`config.mk`:
```
export PLATFORM = sky130hd
export DESIGN_NAME = op_out_arb
export DESIGN_NICKNAME = d
export VERILOG_FILES = /design/src/rtl/op_out_arb.sv
export SDC_FILE = /design/constraint.sdc
export NUM_CORES = 1
export LEC_CHECK = 0
export ABC_AREA = 1
export BUFFER_PORTS_ARGS = -buffer_cell sky130_fd_sc_hd__buf_2
export CORE_UTILIZATION = 35
export DETAILED_ROUTE_END_ITERATION = 16
export GPL_TIMING_DRIVEN = 0
export PLACE_DENSITY_LB_ADDON = 0.05
export SLEW_MARGIN = 20
export SYNTH_ARGS = -nofsm -noshare
export SYNTH_HDL_FRONTEND = slang
export SYNTH_SLANG_ARGS = --single-unit
```
`constraint.sdc`:
```
create_clock -name clk -period 3.69 [get_ports clk]
set_clock_uncertainty 0.1 [all_clocks]
set_input_delay 0.1845 -clock clk [delete_from_list [all_inputs] [get_ports clk]]
set_output_delay 0.1845 -clock clk [all_outputs]
set_load 0.05 [all_outputs]
```
`src/rtl/op_out_arb.sv`:
```
// Round-robin arbiter sharing the op_out result bus between NUM_REQ op units.
// A source keeps priority for up to MAX_BURST consecutive beats before rotation.
module op_out_arb #(
    parameter int NUM_REQ   = 4,
    parameter int DATA_W    = 4,
    parameter int MAX_BURST = 2
) (
    input  logic                        clk,
    input  logic                        rst_n,
    input  logic [NUM_REQ-1:0]          req_valid,
    input  logic [NUM_REQ*DATA_W-1:0]   req_data,
    output logic [NUM_REQ-1:0]          req_ready,
    input  logic                        out_stall,
    output logic [DATA_W-1:0]           data,
    output logic                        data_en,
    output logic [$clog2(NUM_REQ)-1:0]  grant_id,
    output logic [3:0]                  burst_cnt
);

    localparam int PW = $clog2(NUM_REQ);
    localparam logic [3:0] MAXB = 4'(MAX_BURST);

    typedef enum logic {
        S_IDLE,
        S_BURST
    } state_t;

    state_t r_state;
    state_t w_state_nxt;

    logic [PW-1:0]     r_ptr;
    logic [PW-1:0]     r_owner;
    logic [3:0]        r_burst;
    logic [DATA_W-1:0] r_data;
    logic              r_en;
    logic [PW-1:0]     r_gid;

    logic [PW-1:0]     w_ptr_nxt;
    logic [PW-1:0]     w_owner_nxt;
    logic [3:0]        w_burst_nxt;
    logic [PW-1:0]     w_owner_inc;
    logic [PW-1:0]     w_prio;
    logic [PW-1:0]     w_sel;
    logic [PW-1:0]     w_idx;
    logic [NUM_REQ-1:0] w_mask;
    logic [NUM_REQ-1:0] w_ready;
    logic              w_load;
    logic              w_any;
    logic              w_others;
    logic              w_keep;
    logic              w_xfer;

    function automatic logic [PW-1:0] inc_idx(input logic [PW-1:0] i);
        if (i == PW'(NUM_REQ - 1)) begin
            return '0;
        end
        return i + PW'(1);
    endfunction

    assign w_load      = !r_en || !out_stall;
    assign w_owner_inc = inc_idx(r_owner);

    always_comb begin
        w_mask          = req_valid;
        w_mask[r_owner] = 1'b0;
        w_others        = |w_mask;
    end

    // Owner keeps priority until its burst quota is used up and someone else waits.
    always_comb begin
        w_keep = (r_state == S_BURST) && req_valid[r_owner]
                 && ((r_burst < MAXB) || !w_others);
        w_prio = r_ptr;
        if (r_state == S_BURST) begin
            w_prio = w_keep ? r_owner : w_owner_inc;
        end
    end

    always_comb begin
        w_any = 1'b0;
        w_sel = '0;
        w_idx = '0;
        for (int k = 0; k < NUM_REQ; k++) begin
            w_idx = PW'((int'(w_prio) + k) % NUM_REQ);
            if (!w_any && req_valid[w_idx]) begin
                w_any = 1'b1;
                w_sel = w_idx;
            end
        end
    end

    always_comb begin
        w_xfer  = rst_n && w_load && w_any;
        w_ready = '0;
        if (w_xfer) begin
            w_ready[w_sel] = 1'b1;
        end
    end

    assign req_ready = w_ready;

    always_comb begin
        w_state_nxt = r_state;
        w_ptr_nxt   = r_ptr;
        w_owner_nxt = r_owner;
        w_burst_nxt = r_burst;
        if (w_load) begin
            unique case (r_state)
                S_IDLE: begin
                    if (w_any) begin
                        w_state_nxt = S_BURST;
                        w_owner_nxt = w_sel;
                        w_burst_nxt = 4'd1;
                    end
                end
                S_BURST: begin
                    if (!w_any) begin
                        w_state_nxt = S_IDLE;
                        w_ptr_nxt   = w_owner_inc;
                        w_burst_nxt = 4'd0;
                    end else if (w_sel == r_owner) begin
                        if (r_burst < MAXB) begin
                            w_burst_nxt = r_burst + 4'd1;
                        end
                    end else begin
                        w_ptr_nxt   = w_owner_inc;
                        w_owner_nxt = w_sel;
                        w_burst_nxt = 4'd1;
                    end
                end
                default: begin
                    w_state_nxt = S_IDLE;
                end
            endcase
        end
    end

    always_ff @(posedge clk or negedge rst_n) begin
        if (!rst_n) begin
            r_state <= S_IDLE;
            r_ptr   <= '0;
            r_owner <= '0;
            r_burst <= '0;
        end else begin
            r_state <= w_state_nxt;
            r_ptr   <= w_ptr_nxt;
            r_owner <= w_owner_nxt;
            r_burst <= w_burst_nxt;
        end
    end

    // Bus registers only move when the downstream can take a beat.
    always_ff @(posedge clk or negedge rst_n) begin
        if (!rst_n) begin
            r_data <= '0;
            r_en   <= 1'b0;
            r_gid  <= '0;
        end else if (w_load) begin
            r_en <= w_xfer;
            if (w_xfer) begin
                r_data <= req_data[w_sel*DATA_W +: DATA_W];
                r_gid  <= w_sel;
            end
        end
    end

    assign data      = r_data;
    assign data_en   = r_en;
    assign grant_id  = r_gid;
    assign burst_cnt = r_burst;

endmodule
```
== Yosys cells after proc, flatten, opt, wreduce, memory -nomap -nowiden ==
Cells that the tools add are included.
Widths: inputs -> output; s select.
Word-level totals
  register bits: 16
  memory bits (writable): 0
  latch bits: 0
  word-level logic and storage cells: 94
  memory bits (read-only): 0
  input port bits: 23
  output and inout bits: 15
  memories kept: 0
Operators by class
  bitwise logic cells: 3
  equal/unequal tests: 7
  multiplexer cells: 40
  $lt $le $gt $ge: 9
  divide/modulo/power cells: 0
  multipliers: 0
  shifts and indexed selects: 1
  $add $sub $neg: 5
  reductions and logical operators: 22
Operators by type and width (number)
  $mux 2: 13
  $mux 4: 5
  $lt 2x3->1 const B: 6
  $shiftx 16x5->4: 1
  $mux 1: 13
  $bmux 1 s2: 5
  $logic_and 1x1->1: 9
  $pmux 4 s2: 1
  $logic_not 1->1: 6
  $ne 2x2->1 const B: 3
  $reduce_and 3->1: 2
  $add 2x1->2 const B: 2
  $add 2x2->2 const B: 2
  $add 4x1->4 const B: 1
  $and 4x4->4: 1
  $demux 1 s2: 2
  $ge 2x1->1 const B: 2
  $lt 4x2->1 const B: 1
  $ne 4x4->1 const B: 1
  $not 4->4: 1
  $pmux 2 s2: 1
  $reduce_and 4->1: 1
  $reduce_or 4->1: 1
  $eq 2x2->1: 1
  other kinds (5): 6

== Longest topological paths before layout ==
Gate-level depths: netlist of run 1.
  depth in word-level cells: 29
  gate-level depth with buffers: 26

== Worst setup path before layout of run 1 ==
OpenSTA, ideal clock, no wires.
  kind: register to output
  start: reg r_owner[0]
  end: out req_ready[0]
  required time: 3.405 ns
  setup slack: 0.343 ns
  cell stages (with the launch flop): 20
  arrival: 3.062 ns
  buffers on the path: 1
  cells stage by stage: dfrtp_1 buf_6 inv_4 ha_1 inv_1 nand2_1 nand2_1 o21ai_4 nand3_4 nand2_4 nand3_4 inv_2 nand2_2 nand3_1 nand2_1 nand4_2 inv_1 nor2_2 inv_1 nor2_1
Between the ends
  word-level cells in the longest chain between the ends: 29
  elaborated cells between the ends (all ways): 52
  those cells by class: add/sub (4); order compare (4); eq/ne (1); mux (27); bitwise (2); reduce/logical (14)
Ends and longest elaborated chain
  from (decl): line 32  | logic [PW-1:0] r_owner;
  from (signal assigned): line 147  | r_owner <= w_owner_nxt;
  $lt 2x3->1 (implied by the code) / $ge 2x1->1 (equally long branches): line 65  | w_mask[r_owner] = 1'b0;
  $logic_and 1x1->1 (implied by the code): line 65
  $mux 1 (implied by the code): line 65
  $demux 1 s2: line 65
  $not 4->4 (no line)
  $and 4x4->4 (no line)
  $reduce_or 4->1: line 66  | w_others = |w_mask;
  $logic_not 1->1: line 72  | && ((r_burst < MAXB) || !w_others);
  $logic_or 1x1->1: line 72
  $logic_and 1x1->1: line 72
  $mux 2 (*): line 75  | w_prio = w_keep ? r_owner : w_owner_inc;
  $mux 2 (*): line 74  | if (r_state == S_BURST) begin
  parallel branches: the longest is 16 deep, another holds $lt 2x3->1
  $mux 4 (*): line 95  | if (w_xfer) begin
  to (decl): line 12  | output logic [NUM_REQ-1:0] req_ready,
Every way passes the cells marked *. The select of a mux whose other input is x is not followed.

== Worst setup path after layout of run 1 ==
Same ends and word-level chain as after synthesis.

==> impl_metrics.toml, run 1 <==
[status]
outcome = "completed"

[cells_and_area]
drive_above_1_share = 0.314
multi_input_area_um2 = 1030
final_cell_mix = "95 x nand2_1, 35 x buf_2, 19 x inv_1"
fin_util = 0.468
layout_commonest_cell = "nand2_1"
fin_nets = 300
antennaDiodeCount = 0
fillCellCount = 445
seq_area_um2 = 402
synthToLayoutAreaGrowth_pct = 26.1

[routing]
wl_per_cell_um = 11.9
drc = 0
first_pass_iters = 4
vias = 1528
drt_iter0_drc = 45
drt-total-wl_mm = 3.82
drtAntennaViolNets = 0
vias_per_cell = 4.76

[logic_synthesis]
syn-num-nets = 253
ys_seq_area_frac = 0.266
synth_cells = 225
synth_top_family_by_area = "simple AND/OR/NAND/NOR gates"
synth.area.mux_share = 0
synth.avg_cell_area_um2 = 6.69
ys_types = 27
synthXorXnorAreaFrac = 0.00582
yosysWarnings = 0
syn_area_um2 = 1510
synth_simple_gate_area_frac = 0.571
synth.ff_latch_count = 16
synth_compound_area_frac = 0.0424
yosys.area_share.adder = 0.0416

[floorplanning]
die_y_um = 67.6
boundaryPins = 38
rows = 23
die-area_um2 = 4570
initial_core_util = 0.371
fp.coreArea_um2 = 4060
die_width_um = 67.6

[setup_path]
crit_slowest_cell = "dfrtp_1"
worstPathCellList = "buf_6, inv_4, ha_1, inv_1, nand2_1, nand2_1, o21ai_4, nand3_4, nand2_4, nand3_4, inv_2, nand2_2, nand3_1, nand2_2, nand4_4, inv_1, nor2_4, inv_1, nor2_1, buf_4"
cp.required_ns = 3.41
crit_type = "flop to output pin"
worst_path_most_repeated_cell = "inv_1"
timing.critical_path.buf_inv = 7
cp_top_family = "simple AND/OR/NAND/NOR gates"
worst_ep_arrival_time_ns = 3.15
worstPathMaxFanout = 10
cp-start-kind = "flop"
end_kind = "output pin"
slowest_delay_ns = 0.41

[sta]
max_slew_margin = 0.737
fmax_ghz = 0.291
finalHoldViolations = 0
slew_violations = 0
fin_crit_sh = 0.932
setup_violations = 0
worst_pin_slew_ns = 0.395
fin_ws_ns = 0.252
period_minus_slack_ns = 3.44

[placement]
post-place-ws_ns = 0.161
dp_hpwl_mm = 3.02
portBuffers = 37
gp_congestion = 0.775

[global_route]
grt_pass1_wl_mm = 6.33
grt_pass1_vias = 1396
grt.overflow.total = 0
grt_use_total = 0.183
antenna_found_initial = 0
grt_start_max_net_pins = 18

[clocking]
clockBufferDepth = 2
clk_pin_slew_ns = 0.06
clock_tree.root_cell = "clkbuf_8"
htree_levels = 1
clock_latency_ns = 0.25
cts_buffers = 3
cts_sinks = 16
cts_tree = "done"

[worst_hold_path]
min_path_type = "input pin to flop"

[run]
drv_cap = 0
-- sequential cells by signal, indices dropped and copies added (netlist names) --
name       cells
r_ptr          2
r_state        1
data           4
r_owner        2
grant_id       2
burst_cnt      4
data_en        1
-- final cells by class --
class / instances / area share
Sequential cell: 16 / 0.212
Timing Repair Buffer: 42 / 0.124
Multi-Input combinational cell: 183 / 0.544
Clock buffer: 4 / 0.0290
Buffer: 3 / 0.0112
Tap cell: 50 / 0.0330
Inverter: 23 / 0.0468
-- cell usage after synthesis --
cell     instances  share of area
nand2_4          3          0.022
nand2_2          9          0.037
o21ai_4          1          0.011
nand4_1         16          0.067
nand4_4          1          0.014
xor2_1           1         0.0058
o22a_1           2          0.012
nand3_4          2          0.023
inv_2            2         0.0050
nor2_4           2          0.015
buf_6            1         0.0075
inv_4            1         0.0042
nand3_2          5          0.033
dfrtp_1         16           0.27
a21oi_1          1         0.0033
nand2_1         96           0.24
inv_1           20          0.050
o21ai_1          4          0.013
or2_1            1         0.0042
or2_2            1         0.0042
buf_2            2         0.0067
nand3_1         18          0.060
o21ai_0          1         0.0033
nor2_1           9          0.022
nor2_2           3          0.012
ha_1             5          0.042
nand4_2          2          0.017
-- worst register-to-register path: cells and delay by family, from the launching register on --
family / cells / cell delay, ns
simple gates: 18 / 1.92
buf+inv: 3 / 0.28
fa+ha+maj: 1 / 0.14
flops: 1 / 0.41
compound gates: 1 / 0.25
-- routing by layer --
metal  vias to the layer above  track usage  wire [um]
met5                         -            0          0
met4                         0       0.0612         25
met3                         2       0.0169         73
met2                        16        0.321       1900
met1                       685        0.232       1820
li1                        825            -          -
-- metrics by stage --
step	instance area (um2)	cells	hold WS, ns	setup TNS (ns)
floorplan	1510	225	-0.211	0
global placement	1750	312	0.0393	0
detailed placement	1750	312	0.0364	0
CTS	1830	317	0.149	0
global route	1900	321	0.182	-0.00249
finish	1900	321	0.151	0
-- repair_timing --
item / in CTS / in global routing
pin swaps: 0 / 3
hold endpoints to repair: 16 / 0
resized for setup: 2 / 14
buffers inserted: 0 / 4
endpoints found under the setup margin: 4 / 6
hold buffers: 1 / 0
-- final timing paths --
path	slack (ns)	endpoint	startpoint	cells after the start
setup reg to reg	0.47	burst_cnt[0]$_DFFE_PN0P_	r_owner[0]$_DFFE_PN0P_	23
setup / recovery	0.25	req_ready[0]	r_owner[0]$_DFFE_PN0P_	20
hold reg to reg	0.38	data[0]$_DFFE_PN0P_	data[0]$_DFFE_PN0P_	2
max in group asynchronous	2.90	r_owner[1]$_DFFE_PN0P_	rst_n	2
hold / removal	0.15	data[0]$_DFFE_PN0P_	req_data[8]	5
min in group asynchronous	0.28	r_ptr[1]$_DFFE_PN0P_	rst_n	2
-- cell families (layout without fill, tap and decap cells) --
logic type,after synthesis,after routing
simple gates,168,168
buf+inv,26,72
xor+xnor,1,1
flops,16,16
compound gates,9,9
fa+ha+maj,5,5
Power of run 1 is left out: the tool's default activity adds up to more than one toggle a clock period on the data nets, which glitch-free logic cannot reach.
==> inputs of run 2 (changes only) <==
--- a/config.mk
+++ b/config.mk
@@ -7,10 +7,13 @@
 export LEC_CHECK = 0
 export ABC_AREA = 1
 export BUFFER_PORTS_ARGS = -buffer_cell sky130_fd_sc_hd__buf_2
+export CELL_PAD_IN_SITES_DETAIL_PLACEMENT = 0
+export CELL_PAD_IN_SITES_GLOBAL_PLACEMENT = 1
 export CORE_UTILIZATION = 35
 export DETAILED_ROUTE_END_ITERATION = 16
 export GPL_TIMING_DRIVEN = 0
-export PLACE_DENSITY_LB_ADDON = 0.05
+export PLACE_DENSITY = 0.76
+export RECOVER_POWER = 50
 export SLEW_MARGIN = 20
 export SYNTH_ARGS = -nofsm -noshare
 export SYNTH_HDL_FRONTEND = slang
==> impl_metrics.toml, run 2 (same netlist as run 1, synthesis figures left out) <==
[global_route]
met1_usage = 0.240
grt_pass1_vias = 1359
grt_start_max_net_pins = 18
antenna_found_initial = 0
use_met2 = 0.295
grt.busiest_layer = "met2"
grt_pass1_wl_mm = 6.15
grt_use_total = 0.178
use_met3 = 0.0304
grt.overflow.total = 0

[clocking]
clock_latency_ns = 0.25
cts_sinks = 16
clock_tree.root_cell = "clkbuf_8"
clockBufferDepth = 2
htree_levels = 1
cts_tree = "done"
cts_buffers = 3
clk_pin_slew_ns = 0.07

[setup_path]
end_kind = "output pin"
cp-start-kind = "flop"
worst_ep_arrival_time_ns = 3.14
crit_type = "flop to output pin"
cp.required_ns = 3.41
worstPathMaxFanout = 10

[cells_and_area]
final_cell_mix = "96 x nand2_1, 29 x buf_2, 18 x inv_1"
layout_commonest_cell = "nand2_1"
fin_nets = 299
drive_above_1_share = 0.285
seq_area_um2 = 400
multi_input_area_um2 = 1030
fin_util = 0.464
antennaDiodeCount = 0
synthToLayoutAreaGrowth_pct = 25.2
fillCellCount = 440

[status]
outcome = "completed"

[sta]
finalHoldViolations = 0
max_slew_margin = 0.605
period_minus_slack_ns = 3.42
worst_pin_slew_ns = 0.595
fmax_ghz = 0.292
rsz0062_at_grt = "yes"
slew_violations = 0
tns_ns = 0
fin_crit_sh = 0.927
whs_ns = 0.144
setup_violations = 0

[floorplanning]
fp.coreArea_um2 = 4060
boundaryPins = 38
die_width_um = 67.6
die_y_um = 67.6
initial_core_util = 0.371
rows = 23
die-area_um2 = 4570

[routing]
wl_per_cell_um = 11.7
first_pass_iters = 4
drt_iter0_drc = 81
vias = 1551
drt-total-wl_mm = 3.73
vias_per_cell = 4.85
drc = 0
drtAntennaViolNets = 0

[placement]
dp_hpwl_mm = 2.98
portBuffers = 37
gp_congestion = 0.784

[worst_hold_path]
min_path_type = "input pin to flop"

[run]
drv_cap = 0
## run 2: stage by stage
stage          std cells  cell area [um2]  setup slack (ns)
2_1_floorplan        225             1510             0.343
3_3_place_gp         312             1750             0.144
3_5_place_dp         312             1750             0.141
4_1_cts              317             1830            0.0182
5_1_grt              320             1880           -0.0480
6_report             320             1880             0.269
## run 2: critical path, stage by stage, from the launching register on
cell     delay [ns]
dfrtp_1        0.41
buf_6          0.16
inv_4          0.08
ha_1           0.14
inv_1          0.03
nand2_1        0.04
nand2_1        0.09
o21ai_4        0.24
nand3_4        0.12
nand2_4        0.12
nand3_4        0.14
inv_2          0.12
nand2_2        0.07
nand2_1        0.08
nand2_1        0.10
nand2_1        0.08
nand3_1        0.08
nand3_1        0.18
nand2_4        0.11
inv_2          0.10
nand2_1        0.08
nor2_1         0.14
buf_6          0.18
## run 2: final cells by class
type | instances | area share
Tap cell | 50 | 0.0332
Inverter | 23 | 0.0471
Clock buffer | 4 | 0.0292
Sequential cell | 16 | 0.212
Buffer | 3 | 0.0113
Timing Repair Buffer | 41 | 0.121
Multi-Input combinational cell | 183 | 0.546
## run 2: worst paths after layout
path                                        start                  endpoint  slack, ns  cells after the start
max                        r_owner[0]$_DFFE_PN0P_              req_ready[2]       0.27                     22
min                                   req_data[8]       data[0]$_DFFE_PN0P_       0.14                      5
max reg2reg                r_owner[0]$_DFFE_PN0P_    r_owner[1]$_DFFE_PN0P_       0.49                     25
min reg2reg                  r_ptr[0]$_DFFE_PN0P_      r_ptr[0]$_DFFE_PN0P_       0.38                      2
max in group asynchronous                   rst_n   grant_id[1]$_DFFE_PN0P_       2.91                      2
min in group asynchronous                   rst_n  burst_cnt[2]$_DFFE_PN0P_       0.29                      2
## run 2: repair_timing
| item | in CTS | in global routing |
|---|---|---|
| endpoints found under the hold margin | 16 | 0 |
| setup endpoints to repair | 4 | 4 |
| gates resized for setup | 2 | 15 |
| pin swaps | 0 | 2 |
| buffers inserted | 0 | 3 |
| hold buffers | 1 | 0 |
## run 2: routing by layer
metal | vias to the layer above | routed length, um
met4 | 0 | 38
li1 | 821 | -
met2 | 34 | 1790
met5 | - | 0
met1 | 692 | 1730
met3 | 4 | 171
Power of run 2 is left out for the same reason.
==> inputs of run 3 (changes only) <==
--- a/config.mk
+++ b/config.mk
@@ -5,15 +5,16 @@
 export SDC_FILE = /design/constraint.sdc
 export NUM_CORES = 1
 export LEC_CHECK = 0
-export ABC_AREA = 1
+export ABC_AREA = 0
 export BUFFER_PORTS_ARGS = -buffer_cell sky130_fd_sc_hd__buf_2
 export CELL_PAD_IN_SITES_DETAIL_PLACEMENT = 0
 export CELL_PAD_IN_SITES_GLOBAL_PLACEMENT = 1
 export CORE_UTILIZATION = 35
 export DETAILED_ROUTE_END_ITERATION = 16
 export GPL_TIMING_DRIVEN = 0
-export PLACE_DENSITY = 0.76
+export PLACE_DENSITY = 0.74
 export RECOVER_POWER = 50
+export REMOVE_ABC_BUFFERS = 1
 export SLEW_MARGIN = 20
 export SYNTH_ARGS = -nofsm -noshare
 export SYNTH_HDL_FRONTEND = slang
==> impl_metrics.toml, run 3 <==
[status]
outcome = "completed"

[pwr]
ir_worst_vdd_mv = 0.392
p_per_area_nw_per_um2 = 876
total_power_mw = 1.33
leakage_nw = 0.700

[sta]
period_minus_slack_ns = 3.48
rsz0062_at_grt = "no"
worst_pin_slew_ns = 0.859
max_slew_margin = 0.427
slew_violations = 0
fin_crit_sh = 0.944
setup_violations = 0
fmax_ghz = 0.287
finalHoldViolations = 0

[logic_synthesis]
netlist.area_leader.share = 0.320
syn_area_um2 = 1250
yosysWarnings = 0
synth-edff-count = 0
synth_cells = 132
synth_area_leaders = "dfrtp_1 32%, mux2_2 9.0%, mux2i_1 8.0%"
yosysTopAreaCell = "dfrtp_1"
ys_seq_area_frac = 0.320
synth_top_cells_by_count = "16 x dfrtp_1, 13 x nand2_1, 10 x mux2_2, 10 x mux2i_1"
synthFlopType = "dfrtp_1"
yosysMostFrequentCell = "dfrtp_1"
async_reset_ff_frac = 1.00
synth.avg_cell_area_um2 = 9.47
ys_types = 41
synth.ff_latch_count = 16

[placement]
gp_congestion = 0.753
portBuffers = 37
place_area_um2 = 1460
dp_hpwl_mm = 2.09

[floorplanning]
boundaryPins = 38
fp.coreArea_um2 = 3390
initial_core_util = 0.369
die_y_um = 61.8
rows = 21
die-area_um2 = 3810
die_width_um = 61.8

[run]
drv_cap = 0

[clocking]
htree_levels = 1
clk_pin_slew_ns = 0.09
clock_latency_ns = 0.28
cts_sinks = 16
clockBufferDepth = 2
cts_buffers = 3
cts_tree = "done"
clock_tree.root_cell = "clkbuf_4"

[cells_and_area]
final_cell_mix = "30 x buf_2, 14 x dfrtp_1, 13 x nand2_1"
drive_above_1_share = 0.333
antennaDiodeCount = 0
final_cell_area_um2 = 1520
fin_nets = 198
layout_commonest_cell = "buf_2"
synthToLayoutAreaGrowth_pct = 21.5

[global_route]
grt.overflow.total = 0
grt_pass1_wl_mm = 4.73
antenna_found_initial = 0
grt_pass1_vias = 1100
grt_use_total = 0.167
grt_start_max_net_pins = 18

[routing]
vias_per_cell = 5.15
vias = 1103
drt_iter0_drc = 24
wl_per_cell_um = 13.0
drt-total-wl_mm = 2.79
drtAntennaViolNets = 0
first_pass_iters = 4
drc = 0

[setup_path]
crit_type = "flop to output pin"
cp.required_ns = 3.41
worstPathMaxFanout = 10
end_kind = "output pin"
worst_ep_arrival_time_ns = 3.20
cp-start-kind = "flop"

[worst_hold_path]
min_path_type = "input pin to flop"
## run 3: cell count changes after synthesis, moves of 9 or more
cell and change:
inv_1 -13, nand2_1 -83, nand2_2 -9, mux2_2 +10
nand3_1 -14, mux2i_1 +10, nand4_1 -15
## run 3: layout make-up
cell class	count	area [um2]
flip-flops and latches	16	403
inverters	7	26.3
fillers	355	1870
multi-input cells	102	808
well taps	46	57.6
clock buffers	3	22.5
repair buffers	40	201
## run 3: cells by family after synthesis
group | Yosys count | synth area share
simple gates | 44 | 0.193
compound gates | 29 | 0.187
mux | 22 | 0.188
flops | 16 | 0.320
buf+inv | 14 | 0.0470
fa+ha+maj | 5 | 0.0501
xor+xnor | 2 | 0.0140
## run 3: stage by stage
step	instances	setup TNS, ns	setup slack (ns)	hold WS (ns)	utilization
3_3_place_gp	208	-1.17	-0.307	0.0265	0.431
4_1_cts	214	0	0.0968	0.225	0.448
6_report	214	0	0.206	0.237	0.448
2_1_floorplan	125	0	0.00475	-0.211	-
5_1_grt	214	0	0.0141	0.259	0.448
3_5_place_dp	208	-1.68	-0.380	0.0227	0.431
## run 3: what timing repair did
| action | in CTS | in global routing |
|---|---|---|
| pin swaps | 1 | 0 |
| hold buffers | 1 | 0 |
| resized for setup | 2 | 3 |
| setup endpoints to repair | 9 | 3 |
| buffers inserted | 2 | 0 |
| endpoints found under the hold margin | 16 | 0 |
## run 3: report_power, final
group          switching, mW  leakage (nW)  total, mW  internal (mW)
combinational          0.568         0.495      0.935          0.367
clock                 0.0512        0.0138     0.0890         0.0378
sequential            0.0635         0.191      0.307          0.243
## run 3: critical path, stage by stage (launching register included)
cell,delay [ns]
dfrtp_2,0.49
inv_1,0.11
ha_1,0.20
nor2b_4,0.06
o41ai_4,0.39
a211oi_2,0.15
a21oi_2,0.28
mux2i_1,0.44
a211oi_4,0.14
buf_4,0.20
nor3b_1,0.18
buf_2,0.30
## run 3: worst paths after layout
check,to,slack [ns],depth (start not counted),start
max in group asynchronous,r_owner[0]$_DFFE_PN0P_,2.48,2,rst_n
hold / removal,r_state$_DFFE_PN0N_,0.24,3,req_valid[1]
hold reg to reg,grant_id[0]$_DFFE_PN0P_,0.39,1,grant_id[0]$_DFFE_PN0P_
setup / recovery,req_ready[2],0.21,11,r_owner[0]$_DFFE_PN0P_
setup reg to reg,r_ptr[1]$_DFFE_PN0P_,0.24,11,r_owner[0]$_DFFE_PN0P_
min in group asynchronous,burst_cnt[1]$_DFFE_PN0P_,0.42,2,rst_n
## run 3: routing by layer
metal	track usage	wire, um
met5	0	0
met4	0.0667	19
met3	0.0124	88
met2	0.293	1400
met1	0.213	1290
Note: power is estimated with default switching activity, not from simulation.
